File: src/rtl/xain_pkg.sv
// xain_pkg: shared types and constants for the Xain'd Sleena ROM loader.
//   region_t       - per-region routing: SDRAM base address, or BRAM one-hot select
//   LOAD_REGIONS   - ordered list of regions in the download image
//   loader_state_t - loader FSM states
//   HDR_BYTES      - length-header size in bytes
package xain_pkg;

    typedef struct packed {
        logic [24:0] base_addr;  // SDRAM byte base; word aligned
        logic [5:0]  bram_cs;    // non-zero selects a BRAM, zero selects SDRAM
    } region_t;

    localparam int REGION_COUNT = 10;

    // The last entry is a spare; the loader visits only NUM_REGIONS entries.
    localparam region_t LOAD_REGIONS [REGION_COUNT] = '{
        '{25'h0000000, 6'b000001},  // 0: main CPU work BRAM
        '{25'h0000000, 6'b000010},  // 1: sub CPU BRAM
        '{25'h0000000, 6'b000100},  // 2: sound CPU BRAM
        '{25'h0000000, 6'b001000},  // 3: MCU BRAM
        '{25'h0000000, 6'b010000},  // 4: char ROM BRAM
        '{25'h0000000, 6'b100000},  // 5: PROM BRAM
        '{25'h0040000, 6'b000000},  // 6: main program, SDRAM
        '{25'h0080000, 6'b000000},  // 7: sub program, SDRAM
        '{25'h0100000, 6'b000000},  // 8: graphics, SDRAM
        '{25'h0180000, 6'b000000}   // 9: spare
    };

    typedef enum logic [2:0] {
        IDLE,
        HDR,
        DATA,
        SDR_WAIT,
        FLUSH,
        DONE
    } loader_state_t;

    localparam int HDR_BYTES = 4;

    // Out-of-range indices return an all-zero region rather than indexing past the table.
    function automatic region_t region_lookup(input logic [3:0] idx);
        region_t r;
        r = '0;
        for (int i = 0; i < REGION_COUNT; i++) begin
            if (idx == 4'(i)) r = LOAD_REGIONS[i];
        end
        return r;
    endfunction

endpackage

File: src/rtl/xain_sdr_packer.sv
// xain_sdr_packer: packs download bytes into 16-bit SDRAM writes and holds the
// request until acknowledged.
//   clk, reset   - clock, async active-high reset
//   clear        - synchronous clear at the start of a download
//   byte_vld     - accepted byte for an SDRAM region
//   byte_data    - that byte
//   byte_odd     - byte sits at an odd offset (completes a word)
//   word_addr    - SDRAM address of the word holding this byte
//   flush        - write out a pending low byte on its own
//   sdr_*        - SDRAM write request port (level req, one-cycle ack)
//   pending      - a low byte is held waiting for its partner
//   ack_done     - request accepted this cycle
module xain_sdr_packer (
    input  logic        clk,
    input  logic        reset,
    input  logic        clear,
    input  logic        byte_vld,
    input  logic [7:0]  byte_data,
    input  logic        byte_odd,
    input  logic [24:0] word_addr,
    input  logic        flush,
    input  logic        sdr_ack,
    output logic        sdr_req,
    output logic [24:0] sdr_addr,
    output logic [15:0] sdr_data,
    output logic [1:0]  sdr_be,
    output logic        pending,
    output logic        ack_done
);

    logic [7:0]  lo_byte;
    logic [24:0] lo_addr;

    assign ack_done = sdr_req & sdr_ack;

    always_ff @(posedge clk or posedge reset) begin
        if (reset) begin
            sdr_req  <= 1'b0;
            sdr_addr <= '0;
            sdr_data <= '0;
            sdr_be   <= '0;
            pending  <= 1'b0;
            lo_byte  <= '0;
            lo_addr  <= '0;
        end else if (clear) begin
            sdr_req  <= 1'b0;
            sdr_addr <= '0;
            sdr_data <= '0;
            sdr_be   <= '0;
            pending  <= 1'b0;
            lo_byte  <= '0;
            lo_addr  <= '0;
        end else if (sdr_req) begin
            // Address/data/be stay frozen while the request is outstanding.
            if (sdr_ack) sdr_req <= 1'b0;
        end else if (byte_vld) begin
            if (!byte_odd) begin
                lo_byte <= byte_data;
                lo_addr <= word_addr;
                pending <= 1'b1;
            end else begin
                sdr_addr <= word_addr;
                sdr_data <= {byte_data, lo_byte};
                sdr_be   <= 2'b11;
                sdr_req  <= 1'b1;
                pending  <= 1'b0;
            end
        end else if (flush && pending) begin
            sdr_addr <= lo_addr;
            sdr_data <= {8'h00, lo_byte};
            sdr_be   <= 2'b01;
            sdr_req  <= 1'b1;
            pending  <= 1'b0;
        end
    end

endmodule

File: src/rtl/xain_rom_loader.sv
// xain_rom_loader: walks LOAD_REGIONS, parsing a 4-byte big-endian length per
// region and routing payload bytes to BRAM or (word-packed) to SDRAM.
//   clk, reset                - clock, async active-high reset
//   ioctl_download/wr/data    - HPS download port
//   ioctl_wait                - backpressure while an SDRAM write is in flight
//   bram_addr/data/cs/wr      - BRAM byte write port, one-cycle strobe
//   sdr_addr/data/be/req/ack  - SDRAM word write port
//   load_done                 - all regions loaded or download ended
//   cur_region                - region index being loaded (debug)
module xain_rom_loader #(
    parameter int NUM_REGIONS = 9
) (
    input  logic        clk,
    input  logic        reset,
    input  logic        ioctl_download,
    input  logic        ioctl_wr,
    input  logic [7:0]  ioctl_data,
    output logic        ioctl_wait,
    output logic [24:0] bram_addr,
    output logic [7:0]  bram_data,
    output logic [5:0]  bram_cs,
    output logic        bram_wr,
    output logic [24:0] sdr_addr,
    output logic [15:0] sdr_data,
    output logic [1:0]  sdr_be,
    output logic        sdr_req,
    input  logic        sdr_ack,
    output logic        load_done,
    output logic [3:0]  cur_region
);
    import xain_pkg::*;

    loader_state_t state, state_next;

    logic        dl_q;
    logic [1:0]  hdr_cnt;
    // Only the low 25 bits of the header matter, so keep just the last 17 bits
    // of the shifted stream; the 4th byte supplies the remaining 8.
    logic [16:0] hdr_sr;
    logic [24:0] hdr_len;
    logic [24:0] len;
    logic [24:0] offset;
    logic        at_end;
    logic        ending;

    region_t     region;
    logic        is_bram;
    logic        last;
    logic        rise;
    logic        wr_ok;
    logic [24:0] word_addr;

    logic        start, hdr_take, data_take, adv, flush;
    logic        pk_pending, pk_ack_done;

    assign region    = region_lookup(cur_region);
    assign is_bram   = (region.bram_cs != 6'd0);
    assign last      = ((offset + 25'd1) == len);
    assign rise      = ioctl_download & ~dl_q;
    assign hdr_len   = {hdr_sr, ioctl_data};
    assign word_addr = region.base_addr + {offset[24:1], 1'b0};

    // FLUSH is covered too so a header byte of the next region can't slip in
    // during the one cycle before the flush request rises.
    assign ioctl_wait = sdr_req | (state == FLUSH);
    assign wr_ok      = ioctl_wr & ~ioctl_wait;

    always_comb begin
        state_next = state;
        start      = 1'b0;
        hdr_take   = 1'b0;
        data_take  = 1'b0;
        adv        = 1'b0;
        flush      = 1'b0;
        case (state)
            IDLE, DONE: begin
                if (rise) begin
                    start      = 1'b1;
                    state_next = HDR;
                end
            end
            HDR: begin
                if (!ioctl_download) begin
                    state_next = DONE;
                end else if (wr_ok) begin
                    hdr_take = 1'b1;
                    if (hdr_cnt == 2'(HDR_BYTES - 1)) begin
                        if (hdr_len == 25'd0) adv = 1'b1;
                        else                  state_next = DATA;
                    end
                end
            end
            DATA: begin
                if (!ioctl_download) begin
                    state_next = pk_pending ? FLUSH : DONE;
                end else if (wr_ok) begin
                    data_take = 1'b1;
                    if (!is_bram && offset[0]) begin
                        state_next = SDR_WAIT;
                    end else if (last) begin
                        if (!is_bram) state_next = FLUSH;  // even byte ends the region
                        else          adv = 1'b1;
                    end
                end
            end
            SDR_WAIT: begin
                if (pk_ack_done) begin
                    if (ending)      state_next = DONE;
                    else if (at_end) adv = 1'b1;
                    else             state_next = DATA;
                end
            end
            FLUSH: begin
                flush      = 1'b1;
                state_next = SDR_WAIT;
            end
            default: state_next = IDLE;
        endcase
        if (adv) begin
            state_next = (cur_region == 4'(NUM_REGIONS - 1)) ? DONE : HDR;
        end
    end

    always_ff @(posedge clk or posedge reset) begin
        if (reset) begin
            state      <= IDLE;
            dl_q       <= 1'b0;
            hdr_cnt    <= '0;
            hdr_sr     <= '0;
            len        <= '0;
            offset     <= '0;
            at_end     <= 1'b0;
            ending     <= 1'b0;
            cur_region <= '0;
            load_done  <= 1'b0;
            bram_wr    <= 1'b0;
            bram_addr  <= '0;
            bram_data  <= '0;
            bram_cs    <= '0;
        end else begin
            state   <= state_next;
            dl_q    <= ioctl_download;
            bram_wr <= 1'b0;

            if (start) begin
                cur_region <= '0;
                hdr_cnt    <= '0;
                offset     <= '0;
                at_end     <= 1'b0;
                ending     <= 1'b0;
                load_done  <= 1'b0;
            end

            if (hdr_take) begin
                hdr_sr  <= {hdr_sr[8:0], ioctl_data};
                hdr_cnt <= hdr_cnt + 2'd1;
                if (hdr_cnt == 2'(HDR_BYTES - 1)) begin
                    len    <= hdr_len;
                    offset <= '0;
                end
            end

            if (data_take) begin
                offset <= offset + 25'd1;
                at_end <= last;
                if (is_bram) begin
                    bram_wr   <= 1'b1;
                    bram_addr <= offset;
                    bram_data <= ioctl_data;
                    bram_cs   <= region.bram_cs;
                end
            end

            // Remembered so the flush that follows an early end lands in DONE.
            if (state == DATA && !ioctl_download) ending <= 1'b1;

            if (adv) begin
                cur_region <= cur_region + 4'd1;
                hdr_cnt    <= '0;
            end

            if (state_next == DONE) load_done <= 1'b1;
        end
    end

    xain_sdr_packer u_packer (
        .clk       (clk),
        .reset     (reset),
        .clear     (start),
        .byte_vld  (data_take & ~is_bram),
        .byte_data (ioctl_data),
        .byte_odd  (offset[0]),
        .word_addr (word_addr),
        .flush     (flush),
        .sdr_ack   (sdr_ack),
        .sdr_req   (sdr_req),
        .sdr_addr  (sdr_addr),
        .sdr_data  (sdr_data),
        .sdr_be    (sdr_be),
        .pending   (pk_pending),
        .ack_done  (pk_ack_done)
    );

endmodule

File: config.mk
export PLATFORM = sky130hd
export DESIGN_NAME = xain_rom_loader
export DESIGN_NICKNAME = d
export VERILOG_FILES = /design/src/rtl/xain_pkg.sv /design/src/rtl/xain_sdr_packer.sv /design/src/rtl/xain_rom_loader.sv
export SDC_FILE = /design/constraint.sdc
export NUM_CORES = 1
export LEC_CHECK = 0
export CORE_AREA = 2 2 125 127
export CTS_CLUSTER_SIZE = 24
export DETAILED_ROUTE_END_ITERATION = 12
export DIE_AREA = 0 0 127 129
export DONT_BUFFER_PORTS = 1
export GPL_TIMING_DRIVEN = 0
export PLACE_DENSITY = 0.8
export SYNTH_ARGS = -nofsm -noshare
export SYNTH_HDL_FRONTEND = slang
export SYNTH_SLANG_ARGS = --single-unit
File: constraint.sdc
create_clock -name clk -period 7.44 [get_ports clk]
set_input_delay 1.488 -clock clk [delete_from_list [all_inputs] [get_ports clk]]
set_output_delay 1.488 -clock clk [all_outputs]
set_load 0.05 [all_outputs]
# Word level (Yosys, flattened, before mapping)
# Cells that the tools add are included.
dict set report word_totals {
  reg_bits 198
  out_inout_bits 90
  word_cells 170
}
dict set report classes {
  add_sub_neg 4
  n_eq_ne 20
  n_mux 95
  bitwise 8
  n_reduce_logical 22
}
# cell count
set op_table {}
lappend op_table {{$mux 25} 13}
lappend op_table {{$mux 31} 9}
lappend op_table {{$mux 16} 5}
lappend op_table {{$mux 3} 15}
lappend op_table {{$mux 1} 37}
lappend op_table {{$mux 8} 4}
lappend op_table {{$add 25x1->25 const B} 1}
lappend op_table {{$add 25x25->25} 1}
lappend op_table {{$eq 25x25->1} 1}
lappend op_table {{$logic_not 25->1} 1}
lappend op_table {{$eq 4x3->1 const B} 4}
lappend op_table {{$mux 2} 8}
lappend op_table {{$pmux 3 s5} 1}
lappend op_table {{$reduce_bool 2->1} 5}
lappend op_table {{$eq 3x3->1 const B} 3}
lappend op_table {{$eq 4x2->1 const B} 2}
lappend op_table {{$eq 4x4->1 const B} 2}
lappend op_table {{$mux 4} 2}
lappend op_table {{$eq 3x2->1 const B} 2}
lappend op_table {{$reduce_and 2->1} 3}
lappend op_table {{$reduce_and 3->1} 2}
lappend op_table {{$reduce_bool 3->1} 2}
lappend op_table {{$reduce_bool 6->1} 1}
lappend op_table {{$add 4x1->4 const B} 1}
lappend op_table {{16 further kinds} 24}

# Depth between registers and ports, before layout
# Gate-level depths: netlist of run 1.
dict set report logic_depth {
  ltp_word 21
  ltp_mapped 13
}

# Cells and area by module
# Synthesis of run 1 repeated with hierarchy kept, for this count alone.
dict set report hier_totals {
  cells_unflattened 973
  hier_area_um2 9869.5
}
# mod instances cells_per_inst area_each_um2
set by_module_without_submodules {}
lappend by_module_without_submodules {xain_rom_loader 1 691 6371.1}
lappend by_module_without_submodules {xain_sdr_packer 1 282 3498.4}

# Worst setup path after synthesis of run 1
# No wires, ideal clock.
dict set report synth_path {
  path_type {input port to flip-flop}
  startpoint {input ioctl_download}
  endpoint {register u_packer.sdr_addr[24]}
  t_arrival_ns 3.243
  required_time_ns 7.303
  slack_ns 4.060
  cell_stages 7
  path_buffers 2
  path_cell_list {nor4bb_1 > nand3_1 > or3_1 > clkbuf_1 > o21ai_1 > clkbuf_1 > o21ai_0}
}
dict set report synth_via {
  elab_chain_len 6
  word_cells_on_any_way 13
  classes_between {eq/ne (2); mux (7); bitwise (2); reduce/logical (2)}
}
# element line
set synth_lines {}
lappend synth_lines {{start, declared} xain_rom_loader.sv:15} ;# input logic ioctl_download,
lappend synth_lines {{$mux 1} xain_rom_loader.sv:94} ;# if (!ioctl_download) begin
lappend synth_lines {{$mux 1} xain_rom_loader.sv:75} ;# case (state)
lappend synth_lines {{$and 1x1->1} xain_rom_loader.sv:190} ;# .byte_vld (data_take & ~is_bram),
lappend synth_lines {{$mux 25} xain_sdr_packer.sv:56} ;# end else if (byte_vld) begin
lappend synth_lines {{$mux 25} xain_sdr_packer.sv:53} ;# end else if (sdr_req) begin
lappend synth_lines {{$mux 25} xain_sdr_packer.sv:45} ;# end else if (clear) begin
lappend synth_lines {{end signal, assigned} xain_sdr_packer.sv:62} ;# sdr_addr <= word_addr;
lappend synth_lines {{end signal, assigned} xain_sdr_packer.sv:69} ;# sdr_addr <= lo_addr;
lappend synth_lines {{end, declared} xain_sdr_packer.sv:24} ;# output logic [24:0] sdr_addr,
# Parallel ways exist; a longest one is shown, timed or not. The select of a mux whose other input is x is not followed.
# A chain may end at the register's enable or synchronous reset.

# Worst setup path after layout of run 1
dict set report layout_path {
  startpoint {input ioctl_download}
  endpoint {register u_packer.sdr_addr[22]}
}
# Same word-level chain as after synthesis.

==> results by stage, run 1 <==
Placement:
- The HPWL after detailed placement is 16.82 mm.
- The placement-stage worst setup slack is 3.034 ns.
- The count of buffers from port buffering is 0.
- The final weighted congestion in routability-driven placement is 0.9391.
- The instance area at placement is 9718 µm².

Global route:
- Across every metal layer, demand over resource in global routing totals 30.95%.
- The initial antenna violation count is 0.
- After global routing the overflow that remains totals 0.
- The first global-routing pass estimated 39.72 mm of wire.
- The pin count of the biggest net entering global routing is 122.
- The via count of the first global-routing pass is 7639.

STA:
- In the finished design, the share of the clock period the worst path needs comes to 55.42%.
- The highest clock rate is 242.5 MHz.
- The worst setup margin is 3.317 ns.
- The hold violation total from the final report is 0.
- The final-report max-slew violation count came to 0.
- The worst pin sits at a relative slew slack of 26.53%.
- Setup repair after global routing left no endpoint under its margin.
- The setup violation total in the final timing report is 0.
- The final setup skew is 0.01055 ns.
- The slew at the pin closest to its max-slew limit is 1.094 ns.
- The minimum period implied by the final worst setup slack is 4.123 ns.

Drt:
- The via-per-instance ratio is 6.190.
- The number of iterations in the first detailed-routing pass is 6.
- The initial detailed-routing violation count is 909.
- The mean routed wirelength per cell is 19.37 µm.
- For this run, design rule violations remaining after detail routing come to 0.
- The total wire length is 24.43 mm.
- In this run the remaining antenna-violating nets after routing total 0.
- The via total after detailed routing is 7806.

Worst setup path:
- Walking the worst path, the cells encountered are nor4bb_1 -> nand3_1 -> or3_1 -> clkbuf_1 -> o21ai_1 -> clkbuf_1 -> nand2_1 -> o21ai_0.
- The reg-to-reg setup timing slack is 3.44 ns.
- The most numerous cell on the critical path is sky130_fd_sc_hd__clkbuf_1.
- Data on the critical path is required at its endpoint by 7.79 ns.
- The data arrival at the endpoint of the critical path is 4.48 ns.
- The slowest stage of the critical path belongs to the cell sky130_fd_sc_hd__clkbuf_1.
- The sort of element at the end of the critical path is a register.
- The critical path startpoint category is a primary input.
- Along the worst path, the maximum fanout reaches 10.
- On the worst path, the slowest cell contributes a delay of 0.57 ns.
- The critical register-to-register path endpoint is u_packer.sdr_addr[22]$_DFFE_PP0P_.
- The number of cells traversed by the worst register-to-register path is 9.
- The worst register-to-register path begins at u_packer.sdr_req$_DFF_PP0_.
- The critical path class is in2reg.

Worst hold path:
- The tightest min-delay check is of the reg2reg type.
- The end of the worst hold path is u_packer.sdr_data[0]$_DFFE_PP0P_.
- The launch instance of the worst min-delay path is u_packer.lo_byte[0]$_DFFE_PP0P_.
- Counting instances, the worst hold path has a depth of 1.

Status:
- The run finished with clean final reports.

Floorplan:
- The core outline area is 14980 µm².
- Pin placement for this block handled 103 I/O pins.
- The floorplan die width is 127 µm.
- The number of placement rows is 45.
- Measured along the y axis, the die boundary spans 129 µm.
- The initial core utilization is 63.08%.
- The die footprint is 16380 µm².

Logic synthesis:
- The number of different library cells used by synthesis comes to 69.
- The post-synthesis register bit count is 196.
- The total of warnings raised by yosys is 0.
- The post-synth net total is 1063.
- The cell count after synthesis is 1040.
- The number of enable flip-flop cells after synthesis is 0.
- Summing the sequential cell areas from Yosys gives 51.91% of the chip area.
- The average instance in the mapped netlist occupies 9.084 µm².
- For this run, the leading register cell type out of synthesis is sky130_fd_sc_hd__dfrtp_1.
- Summing every instance area after synthesis gives 9448 µm².
- The share of flip-flops with an asynchronous set or reset after synthesis is 100.0%.

Clock network:
- The clock sink count is 196.
- Clock-pin slew was measured on the worst setup and hold paths at 0.07 ns.
- For this design, the CTS-stage hold fixing added 0 buffers.
- The post-cts repair resize count is 0.
- The clock passes through at most 2 buffers.
- The count of H-tree levels built during CTS is 4.
- Clock latency on the worst-skew pair, taken at its later pin, is 0.44 ns.
- The CTS tree is yes.
- The tree is rooted in a sky130_fd_sc_hd__clkbuf_16.
- Clock tree synthesis inserted a total of 17 buffers.
- The post-CTS setup repair buffer count is 0.

Pwr:
- Total power for the finished layout comes to 2.578 mW.
- The power density relative to cell area is 248.9 nW/µm².
- The analysis attributes to cell leakage a power of 5.002 nW.
- The largest voltage drop on the vdd net is 0.0001840 V.

Finish:
- The relative area change from synthesis to final layout is 9.601%.
- The fraction of layout instances using a drive strength above 1 is 6.151%.
- The repair_antennas step left the layout with diodes totalling 0.
- The most common cell after layout, fill and taps aside is sky130_fd_sc_hd__nand2_1.
- The core occupancy in the finished layout is 69.14%.
- Counting the fill cells in the layout gives 1167.
- The cell area after layout is 10350 µm².
- The library cells used most frequently in the layout, excluding fill and tap cells, are 338 x sky130_fd_sc_hd__nand2_1, 196 x sky130_fd_sc_hd__dfrtp_1, 76 x sky130_fd_sc_hd__o21ai_0, 61 x sky130_fd_sc_hd__clkbuf_1, 41 x sky130_fd_sc_hd__a21oi_1.
- The count of nets after finishing is 1083.

Run:
- Across the run, the number of max-cap violations was 0.
## state kept, by name, indices dropped and copies added (netlist names)
name	flops
bram_addr	25
len	25
offset	25
u_packer.lo_addr	24
u_packer.sdr_addr	24
hdr_sr	17
u_packer.sdr_data	16
bram_data	8
u_packer.lo_byte	8
bram_cs	6
cur_region	4
state	3
hdr_cnt	2
u_packer.sdr_be	2
at_end	1
bram_wr	1
dl_q	1
ending	1
load_done	1
u_packer.pending	1
u_packer.sdr_req	1
## metal layers
metal	vias to the layer above	routed length, µm	GRT usage [%]
li1	3570	-	-
met5	-	0	0
met4	0	749	10.92
met3	69	2007	7.983
met2	395	11340	49.43
met1	3772	10330	41.60
## per-stage QoR
stage	TNS [ns]	hold slack (ns)	instances
after floorplan	0	0.4610	1040
after detailed placement	0	0.4783	1229
after global placement	-272.03	0.4742	1228
after CTS	0	0.4965	1261
after global routing	0	0.5240	1261
final	0	0.4920	1261
## synthesized netlist by cell type, types with 5 or more instances
cell type	instances	share of area, %
sky130_fd_sc_hd__a21oi_1	41	2.2
sky130_fd_sc_hd__a22o_1	19	1.8
sky130_fd_sc_hd__and3_1	10	0.66
sky130_fd_sc_hd__buf_2	9	0.48
sky130_fd_sc_hd__clkbuf_1	60	2.4
sky130_fd_sc_hd__dfrtp_1	196	52
sky130_fd_sc_hd__ha_1	9	1.2
sky130_fd_sc_hd__inv_1	16	0.64
sky130_fd_sc_hd__mux2i_1	23	2.4
sky130_fd_sc_hd__nand2_1	338	13
sky130_fd_sc_hd__nand2b_1	5	0.33
sky130_fd_sc_hd__nand3_1	35	1.9
sky130_fd_sc_hd__nand4_1	13	0.86
sky130_fd_sc_hd__nor2_1	30	1.2
sky130_fd_sc_hd__nor3_1	6	0.32
sky130_fd_sc_hd__nor4_1	5	0.33
sky130_fd_sc_hd__o21ai_0	76	4.0
sky130_fd_sc_hd__o31ai_1	11	0.87
sky130_fd_sc_hd__o41ai_1	6	0.56
sky130_fd_sc_hd__xnor2_1	22	2.0
sky130_fd_sc_hd__xor2_1	17	1.6
## cell families after synthesis
family                     synth area share, %
and+or+nand+nor                          23.51
DFF                                      51.91
AOI/OAI and AO/OA                        12.91
buffers and inverters                    3.933
xor gates and xnor gates                 3.615
muxes                                    2.675
adders and majority gates                1.404
other                                  0.03969
## worst max-delay path by stage
stage	start	to	slack, ns
after floorplan	reset	at_end$_DFFE_PP0P_	0.61
after global placement	reset	u_packer.sdr_addr[19]$_DFFE_PP0P_	-1.40
after detailed placement	ioctl_download	u_packer.sdr_addr[22]$_DFFE_PP0P_	3.03
after CTS	ioctl_download	u_packer.sdr_addr[22]$_DFFE_PP0P_	3.48
after global routing	ioctl_download	u_packer.sdr_addr[24]$_DFFE_PP0P_	3.22
final	ioctl_download	u_packer.sdr_addr[22]$_DFFE_PP0P_	3.32
## where the power goes
| group | switching [mW] | internal [mW] | leakage [nW] |
|---|---|---|---|
| sequential | 0.121 | 1.16 | 2.70 |
| clock | 0.414 | 0.577 | 0.303 |
| combinational | 0.196 | 0.114 | 2.00 |
| total | 0.731 | 1.85 | 5.00 |
## layout make-up
| class | instances | area [µm²] | share of cell area [%] |
|---|---|---|---|
| inverters | 16 | 67.56 | 0.6525 |
| well taps | 188 | 235.2 | 2.272 |
| flip-flops and latches | 196 | 4905 | 47.37 |
| plain buffers | 75 | 311.5 | 3.009 |
| clock buffers | 19 | 442.9 | 4.277 |
| repair buffers | 1 | 27.53 | 0.2658 |
| multi-input cells | 753 | 4172 | 40.29 |
| clock inverters | 13 | 193.9 | 1.873 |
## critical path, delay by kind of cell
kind	cells	cell delay, ns
buffers and inverters	2	0.80
AOI/OAI and AO/OA	2	0.66
and+or+nand+nor	4	1.52
Power figures use the tool's default switching activity.
==> run 2: changes to the inputs <==
==> constraint.sdc (replaced) <==
create_clock -name clk -period 4 [get_ports clk]
set_input_delay 0.8 -clock clk [delete_from_list [all_inputs] [get_ports clk]]
set_output_delay 0.8 -clock clk [all_outputs]
set_load 0.05 [all_outputs]
==> run 2 against run 1 <==
Against the previous run:
- die area unchanged
- hold slack got worse by 0.19 ns
- non-clock buffer count increased by 4
- critical path type is now reg2reg
- largest power group unchanged
==> results by stage, run 2 (synthesized netlist as in run 1, its figures left out) <==
Status:
- The run finished with clean final reports.

Drt:
- The mean routed wirelength per cell is 19.04 µm (-1.7%).
- The initial detailed-routing violation count is 743 (-18%).
- The via total after detailed routing came to 7815 (+0.12%).
- The number of routed nets with antenna violations is 0 (unchanged).
- The via-per-instance ratio is 6.178 (-0.20%).
- The amount of wire on met3 after detailed routing is 2.143 mm (+6.8%).
- The post-route DRC violation count is 0 (unchanged).
- The detailed route wirelength on metal2 is 11.20 mm (-1.3%).
- The met1 wire length came to 9.939 mm (-3.8%).
- The number of iterations in the first detailed-routing pass is 5 (-1).
- The uppermost metal layer occupied by signal nets is met4.
- The total wire length is 24.08 mm (-1.4%).

Finish:
- The relative area change from synthesis to final layout is 9.654% (about the same).
- The number of fill cells is 1165 (-0.17%).
- The count of inserted antenna diode cells is 0 (unchanged).
- The area occupied by multi-input gates was 4172 µm² (unchanged).
- In the layout the commonest cells are 338 x sky130_fd_sc_hd__nand2_1, 196 x sky130_fd_sc_hd__dfrtp_1, 76 x sky130_fd_sc_hd__o21ai_0, 60 x sky130_fd_sc_hd__clkbuf_1, 41 x sky130_fd_sc_hd__a21oi_1.
- The most common cell after layout, fill and taps aside is sky130_fd_sc_hd__nand2_1.
- The final non-filler cell total came to 1265 (+0.32%).
- The core occupancy in the finished layout is 69.17% (about the same).
- The count of nets after finishing was 1087 (+0.37%).
- The combined flip-flop and latch cell area came to 4905 µm² (unchanged).
- The fraction of layout instances using a drive strength above 1 is 6.592% (+0.44 points).
- The largest registers in the layout are bram_addr (25), len (25), offset (25).

Pwr:
- The clock power share is 36.3% (-2.2 points).
- The net switching power is 1.387 mW (+90%).
- The static power due to leakage is 5.012 nW (+0.19%).
- The power density relative to cell area came to 447.4 nW/µm² (+80%).
- The share of total power consumed by net switching came to 29.93% (+1.6 points).
- The proportion of power drawn by flip-flops and latches is 51.1% (+1.6 points).
- The combinational fraction of design power was 12.6% (+0.6 points).
- The largest voltage drop on the vdd net is 0.0003333 V (+81%).
- The total power of the final layout was 4.635 mW (+80%).
- The internal cell power is 3.248 mW (+76%).

Global route:
- The via count of the first global-routing pass was 7639 (unchanged).
- The pin count of the biggest net entering global routing came to 44 (-64%).
- The wire length of the first global-routing pass was 39.34 mm (-0.94%).
- The overall fraction of global-route tracks in use is 30.62% (-0.33 points).
- The overall overflow remaining after global route is 0 (unchanged).
- The initial antenna violation count came to 0 (unchanged).

Clock network:
- The latest clock arrival within the worst-skew pair is 0.44 ns (about the same).
- The cell chosen for the clock root is sky130_fd_sc_hd__clkbuf_16.
- The cts-stage hold buffer count is 0 (unchanged).
- The clock-pin transition on the worst setup and hold timing paths is 0.08 ns (about the same).
- The buffer levels on the longest clock path is 2 (unchanged).
- The count of H-tree levels built during CTS came to 4 (unchanged).
- The clock sink count is 196 (unchanged).
- The CTS tree is yes.
- The TritonCTS buffer count is 17 (unchanged).

Floorplan:
- The core outline area is 14980 µm² (unchanged).
- The initial core utilization came to 63.08% (unchanged).
- The floorplan die width came to 127 µm (unchanged).
- The floorplan die height is 129 µm (unchanged).
- The number of placement rows was 45 (unchanged).
- The top-level I/O count is 103 (unchanged).
- The die footprint is 16380 µm² (unchanged).

STA:
- The ratio of final minimum period to clock period is 93.98%.
- The highest clock rate is 266.0 MHz.
- The slew at the pin closest to its max-slew limit is 1.093 ns (-0.0006776 ns).
- The final setup skew came to 0.01079 ns (+0.0002353 ns).
- The hold violation total from the final report is 0 (unchanged).
- The final-report max-slew violation count is 0 (unchanged).
- The worst-case headroom to the max-slew limit is 26.57% (+0.046 points).
- The post-route worst hold slack is 0.3017 ns (-0.1903 ns).
- Setup repair after global routing left no endpoint under its margin.
- The minimum period implied by the final worst setup slack is 3.759 ns.
- The setup violation total in the final timing report came to 0 (unchanged).

Worst setup path:
- The worst setup path is captured at a register.
- The reg-to-reg setup timing slack is 0.24 ns (-3.20 ns).
- The worst setup path is launched from a register.
- The top fanout value on the critical path is 10 (unchanged).
- The required time of the critical path is 4.36 ns (-3.43 ns).
- The data arrival at the endpoint of the critical path is 4.12 ns (-0.36 ns).
- The critical path is of the reg2reg type.
- The number of cells traversed by the worst register-to-register path is 9 (unchanged).

Placement:
- The number of instances in the placed design is 1233 (+0.33%).
- The HPWL after detailed placement is 17.23 mm (+2.5%).
- The final weighted congestion in routability-driven placement was 0.9275 (-1.2%).
- The count of buffers from port buffering came to 0 (unchanged).

Worst hold path:
- The class of the most critical hold timing path is in2async.

Run:
- The number of max-cap violations is 0 (unchanged).
-- run 2: final cells by class --
class	instances	share of cell area, %
sequential	196	47.34
inverter	16	0.6159
clock inverter	14	1.377
clock buffer	18	4.143
buffer	75	3.019
tap	188	2.271
multi-input combinational	753	40.27
timing repair buffer	5	0.9662
-- run 2: timing repair --
| item | 4_1_cts | 5_1_grt |
|---|---|---|
| endpoints found under the setup margin | 0 | 7 |
| buffers inserted | 0 | 0 |
| resized for setup | 0 | 2 |
-- run 2: path summary, 6_finish.rpt --
| path | start | endpoint |
|---|---|---|
| max in group asynchronous | reset | u_packer.lo_byte[3]$_DFFE_PP0P_ |
| hold reg to reg | u_packer.lo_addr[19]$_DFFE_PP0P_ | u_packer.lo_addr[19]$_DFFE_PP0P_ |
| setup / recovery | u_packer.sdr_req$_DFF_PP0_ | u_packer.sdr_addr[2]$_DFFE_PP0P_ |
| min in group clk | ioctl_download | dl_q$_DFF_PP0_ |
| hold / removal | reset | bram_data[0]$_DFFE_PP0P_ |
| setup reg to reg | u_packer.sdr_req$_DFF_PP0_ | u_packer.sdr_addr[2]$_DFFE_PP0P_ |
-- run 2: per-stage QoR --
step / worst slack, ns / TNS [ns] / area (µm²)
finish: 0.2407 / 0 / 10360
global route: 0.009533 / 0 / 10360
CTS: 0.1967 / 0 / 10360
detailed placement: 0.2373 / 0 / 9787
global placement: -0.3347 / -63.87 / 9687
floorplan: 0.6676 / 0 / 9452
-- run 2: per-layer routing --
layer  track usage [%]  up-vias
met2             48.83      405
met1             40.91     3759
met3             7.027       68
met5                 0        -
li1                  -     3583
met4             12.93        0
-- run 2: power by group through the flow --
stage | clock network, mW | registers [mW] | logic, mW
floorplan | 0 | 2.35 | 0.440
global placement | 0 | 2.40 | 0.536
detailed placement | 0 | 2.40 | 0.571
CTS | 1.69 | 2.36 | 0.578
global route | 1.77 | 2.39 | 0.652
finish | 1.68 | 2.37 | 0.583
-- run 2: worst max-delay path, stage by stage (launching register included) --
cell and delay, ns:
sky130_fd_sc_hd__dfrtp_1 0.56, sky130_fd_sc_hd__clkbuf_1 0.30, sky130_fd_sc_hd__nor4bb_1 0.53, sky130_fd_sc_hd__nand3_1 0.40, sky130_fd_sc_hd__or3_1 0.42, sky130_fd_sc_hd__clkbuf_1 0.24
sky130_fd_sc_hd__o21ai_1 0.57, sky130_fd_sc_hd__clkbuf_1 0.45, sky130_fd_sc_hd__nand2_1 0.11, sky130_fd_sc_hd__o21ai_0 0.09
